**config.mk**
```make
export PLATFORM = sky130hd
export DESIGN_NAME = mem_b_reader
export DESIGN_NICKNAME = d
export VERILOG_FILES = /design/src/rtl/mem_b_reader.sv
export SDC_FILE = /design/constraint.sdc
export NUM_CORES = 1
export LEC_CHECK = 0
export CAP_MARGIN = 20
export CORE_MARGIN = 1
export CORE_UTILIZATION = 41
export DETAILED_ROUTE_END_ITERATION = 8
export GPL_ROUTABILITY_DRIVEN = 0
export PLACE_DENSITY = 0.82
export SLEW_MARGIN = 10
export SYNTH_ARGS = -nofsm -noshare
export SYNTH_HDL_FRONTEND = slang
export SYNTH_SLANG_ARGS = --single-unit
```
**constraint.sdc**
```tcl
create_clock -name clock -period 2.3 [get_ports clock]
set_input_delay 0.46 -clock clock [delete_from_list [all_inputs] [get_ports clock]]
set_output_delay 0.46 -clock clock [all_outputs]
set_load 0.005 [all_outputs]
```
**src/rtl/mem_b_reader.sv**
```systemverilog
`default_nettype none
// +----------------------------------------------------------------------------+
// | mem_b_reader: walks memory B from address 0 to DEPTH-1 and presents each  |
// | word on a valid/ready port. The optional checksum is READER_CHECKSUM_EN.  |
// | Revision: 1.0                                                             |
// +----------------------------------------------------------------------------+
module mem_b_reader #(
  parameter int DATA_W = 8,
  parameter int ADDR_W = 3,
  parameter int DEPTH  = 8
) (
  input  logic                     clock,
  input  logic                     Reset,
  input  logic                     start,
  input  logic [DATA_W-1:0]        DataB,
  input  logic                     out_ready,
  output logic [ADDR_W-1:0]        AddrB,
  output logic [DATA_W-1:0]        out_data,
  output logic                     out_valid,
  output logic                     busy,
  output logic                     done,
  output logic [DATA_W+ADDR_W-1:0] sum
);

  localparam int c_SUM_W = DATA_W + ADDR_W;
  localparam logic [ADDR_W-1:0] c_LAST_ADDR = ADDR_W'(DEPTH - 1);

  typedef enum logic [2:0] {
    S_IDLE    = 3'd0,
    S_FETCH   = 3'd1,
    S_WAIT    = 3'd2,
    S_PRESENT = 3'd3,
    S_DONE    = 3'd4
  } state_t;

  state_t              r_state;
  state_t              w_next_state;
  logic [ADDR_W-1:0]   r_addr;
  logic [DATA_W-1:0]   r_out_data;
  logic                w_launch;
  logic                w_accept;
  logic                w_last;

  assign w_launch = (r_state == S_IDLE) && start;
  assign w_accept = (r_state == S_PRESENT) && out_ready;
  assign w_last   = (r_addr == c_LAST_ADDR);

  always_ff @(posedge clock or posedge Reset) begin
    if (Reset) begin
      r_state <= S_IDLE;
    end else begin
      r_state <= w_next_state;
    end
  end

  always_comb begin
    w_next_state = r_state;
    case (r_state)
      S_IDLE:    if (start) w_next_state = S_FETCH;
      S_FETCH:   w_next_state = S_WAIT;
      S_WAIT:    w_next_state = S_PRESENT;
      S_PRESENT: if (out_ready) w_next_state = w_last ? S_DONE : S_FETCH;
      S_DONE:    w_next_state = S_IDLE;
      default:   w_next_state = S_IDLE;
    endcase
  end

  // Address moves only on edges that enter FETCH; it parks at the last word.
  always_ff @(posedge clock or posedge Reset) begin
    if (Reset) begin
      r_addr     <= '0;
      r_out_data <= '0;
    end else begin
      if (w_launch) begin
        r_addr <= '0;
      end else if (w_accept && !w_last) begin
        r_addr <= r_addr + ADDR_W'(1);
      end
      if (r_state == S_WAIT) begin
        r_out_data <= DataB;
      end
    end
  end

`ifdef READER_CHECKSUM_EN
  logic [c_SUM_W-1:0] r_sum;

  always_ff @(posedge clock or posedge Reset) begin
    if (Reset) begin
      r_sum <= '0;
    end else if (w_launch) begin
      r_sum <= '0;
    end else if (w_accept) begin
      r_sum <= r_sum + c_SUM_W'(r_out_data);
    end
  end

  assign sum = r_sum;
`else
  assign sum = '0;
`endif

  assign AddrB     = r_addr;
  assign out_data  = r_out_data;
  assign out_valid = (r_state == S_PRESENT);
  assign busy      = (r_state != S_IDLE);
  assign done      = (r_state == S_DONE);

endmodule
`default_nettype wire

```
# Word level (Yosys, flattened, before mapping)
# Index checks and enable logic that the tools add are counted.
[totals] reg_bits=14
[op_classes] addsub=1 n_eq_ne=7 n_mux=6 reduce_logical=8
[ops] cell="3-bit 2-to-1 mux" n=5
[ops] cell="3-bit case mux with 4 select lines" n=1
[ops] cell="3-bit by 2-bit equality test with 1-bit output (second input constant)" n=2
[ops] cell="3-bit equality test (second input constant)" n=2
[ops] cell="2-bit != test (second input constant)" n=2
[ops] cell="3-bit by 1-bit adder with 3-bit output (second input constant)" n=1
[ops] cell="3-bit by 1-bit equality test with 1-bit output (second input constant)" n=1
[ops] cell="1-bit logical AND" n=3
[ops] cell="3-bit zero test" n=1
[ops] cell="3-bit nonzero test" n=1
[ops] cell="2-bit AND reduction" n=1
[ops] cell="2-bit nonzero test" n=1
[ops] cell="1-bit zero test" n=1

# Depth between registers and ports, before layout
[depth] ltp_word=5 depth_mapped=5

# Worst setup path before layout
# Ideal clock, no wire load.
[synth_timing] kind="reg2reg" start="register r_addr[0] (netlist: AddrB[0])" end="register r_addr[0] (netlist: AddrB[0])" setup_ns=0.079 arrival_time_ns=1.287 required_time_ns=2.221 setup_slack_ns=0.933 path_stages_with_launch=5 period_less_slack_ns=1.367 cell_sequence="dfrtp_1 ha_1 ha_1 nor3b_2 mux2i_1"
[synth_between] elab_chain_len=4 elab_cells_between_ends=7 cone_classes="add/sub: 1; eq/ne: 1; mux: 2; reduce/logical: 3"
[synth_lines] item="start, declared" line_no="38" rtl="logic [ADDR_W-1:0] r_addr;"
[synth_lines] item="start signal, assigned" line_no="77" rtl="r_addr <= r_addr + ADDR_W'(1);"
[synth_lines] item="parallel branches: the longest is 4 deep, another holds 3-bit by 1-bit adder with 3-bit output"
# Parallel ways; which one is timed is not known. The select of a mux whose other input is x is not followed.
# A chain may end at the register's enable or synchronous reset.

# Worst setup path in the final report
[layout_timing] start="register r_state[0]" end="output busy"
[layout_between] elab_chain_len=1
[layout_lines] item="start, declared" line_no="36" rtl="state_t r_state;"
[layout_lines] item="start signal, assigned" line_no="52" rtl="r_state <= w_next_state;"
[layout_lines] item="3-bit nonzero test" line_no="106" rtl="assign busy = (r_state != S_IDLE);"
[layout_lines] item="end, declared" line_no="20" rtl="output logic busy,"
# No other way between the ends.

==> summary.txt <==
CTS
  • Hold-fix buffers, CTS: 0
  • Reg clk slew, reported paths: ~80 ps
  • CTS tree: yes
  • CTS sink cnt: 14
  • Clock buffer depth: 2
  • Total CTS buffers: 3
  • Clock H-tree levels: 1
  • Post-CTS sizing: 0
  • Root buffer cell: clkbuf_4
  • Post-CTS Setup Bufs: 0
  • Clk_lat worst skew: ~270 ps

Timing
  • Fin crit period: 2072 ps
  • Final setup fails: 0
  • Worst-margin pin slew: ~510 ps
  • Final period util: 90.08%
  • Clk_skew: 3.761 ps
  • Fmax: 482.7 MHz
  • Slew Limit Fails: 0
  • Slew margin rel.: approximately 66%
  • Setup TNS: 0 ps
  • Final hold violations: 0
  • RSZ-0062 raised after global routing: no

Detailed routing
  • Final wirelength: between 1 and 1.5 mm
  • WL per Instance: roughly 13 um
  • Initial DRC count: 5
  • Antenna-violating nets left: 0
  • TritonRoute pass-1 iters: 6
  • Routed vias: between 400 and 500
  • Drc violations: 2
  • Via/cell ratio: roughly 4.8

Die
  • Initial Util: between 40% and 50%
  • Chip Height: around 44 um
  • Width of the die: approximately 44 um
  • Core area: between 0.0015 and 0.002 sq mm
  • Io pins: 37
  • Die footprint: ~0.002 sq mm
  • # rows: 14

Placed design
  • Port Buf Inserts: 25
  • Post-place instance area: roughly 940 sq um
  • HPWL Detailed: a little over 1 mm
  • Placed Cells: 100

Layout
  • Fillers: between 100 and 150
  • Nets: a little over 100
  • Post-route cell area: 973.4 sq um
  • Layout Cells excl Fill: 104
  • Layout cells sized above 1: 15.91%
  • ANT cells: 0
  • Layout overhead on the synthesized area: 33.22%

Run status
  • Outcome: finished, violations left
  • Failing checks: design-rule violations

Setup path
  • Worst EP required: about 1800 ps
  • Critical path startpoint: r_state[0]
  • Reg2Reg Launch Point: AddrB[0]
  • Crit start category: register
  • Critical Path Sink Type: primary output
  • Critical Path Fanout Max: 8
  • Crit Path Category: register to primary output
  • CP arrival: between 1500 and 2000 ps

Yosys
  • Most common cell in the netlist: dfrtp_1
  • Post-synth top area share: 47.95%
  • Post-Synth Simple-Gate Area: ~14%
  • Synth Register Bits: 14
  • Primary FF master, synth: dfrtp_1
  • Post-Synth XOR/XNOR Area: 0%
  • Yosys warnings: 0
  • Instance count of the mapped netlist: 62
  • Number of enable flip-flop cells after synthesis: 0
  • Register area share after synthesis: roughly 48%
  • Post-synth top cells: dfrtp_1 (14), buf_4 (12), mux2_2 (7)
  • Largest family of logic cells by synthesized area: multiplexers
  • FFs w/ async S/R, synth: 100.0%
  • Mux share of post-synthesis cell area: 16.44%
  • Number of distinct library cells after synthesis: 20
  • Syn avg cell area: 11.79 sq um
  • Post-Synthesis Cell Area: about 730 sq um
  • Area share of fa/ha/maj cells after synthesis: under 10%
  • Ranking of synthesized cells by area: dfrtp_1 (48%), buf_4 (12%), mux2_2 (11%)
  • Dominant cell type by area after synthesis: dfrtp_1
  • Compound-Gate Fraction of Synth Area: 1.884%

GRT
  • GR Overflow Total: 0
  • Vias in the first global route: 476
  • Initial antenna violation count: 0
  • GRT Resource Usage Total: ~14%
  • Largest net degree at the start of global routing: 15
  • First-pass GRT wire length: around 2.0 mm

Power
  • Cell Pwr Density: around 1200 mW/mm^2
  • Cell leakage power: between 0.4 and 0.5 nW
  • Total Power: 1.182 mW
  • Maximum VDD drop: approximately 0.56 mV

Job
  • Max Cap Viol: 0

Hold path
  • Min-Delay Path Class: register to register
  • Hold path startpoint: out_data[3]
==> layout by cell type, fill, tap and decap left out, drive strengths merged <==
cell            n
dfrtp          14
or3             1
clkdlybuf4s50  25
mux2i           3
clkbuf          4
conb           11
nand3           1
ha              2
o21ai           1
mux2            8
nand2           4
nor2            4
nand3b          1
nor3b           3
or4b            1
a2bb2oi         1
inv             4
==> routing by layer <==
metal  wire [um]  track usage (%)
met4          15            6.061
met1         512            15.18
met2         719            24.71
met5           0                0
met3          55            6.939
==> report_power, final <==
group	switching (mW)	internal [mW]	leakage, nW
logic	0.187	0.366	0.254
clock network	0.0729	0.0962	0.0210
registers	0.0964	0.364	0.166
==> final timing paths <==
check / depth (start not counted) / endpoint / slack (ps)
setup / recovery: 2 / busy / 230
hold / removal: 1 / out_data[3] / 500
setup reg to reg: 4 / AddrB[0] / 830
hold reg to reg: 1 / out_data[3] / 500
max in group asynchronous: 2 / AddrB[0] / 1450
min in group asynchronous: 2 / out_data[2] / 510
==> state kept, by name (all words and copies together) (netlist names) <==
name,flops
out_data,8
AddrB,3
r_state,3
==> per-stage QoR <==
step / util [%] / hold slack [ps] / setup WS, ps
finish: 61.75 / 495.0 / 228.2
global route: 61.75 / 527.0 / 177.8
CTS: 61.75 / 500.2 / 215.3
detailed placement: 59.44 / 482.0 / 527.1
global placement: 59.44 / 477.2 / 572.3
floorplan: - / 349.2 / 933.2
==> cell type report <==
cell class	count	area, sq um	area share [%]
Sequential cell	14	350.3	35.99
Timing Repair Buffer	25	250.2	25.71
Clock buffer	4	36.28	3.728
Multi-Input combinational cell	41	301.5	30.98
Inverter	4	15.01	1.542
Tap cell	16	20.02	2.057
==> logic make-up after synthesis <==
| group | count (synthesis) |
|---|---|
| buffers and inverters | 17 |
| AND/OR/NAND/NOR | 15 |
| flip-flops | 14 |
| multiplexers | 11 |
| AO/OA/AOI/OAI | 2 |
| adder cells (fa/ha/maj) | 2 |
| other | 1 |
==> critical path, cell delays in order (launching register included) <==
cell and delay, ps:
dfrtp_1 480, or3_1 400, clkdlybuf4s50_1 460
Power figures use the tool's default switching activity.
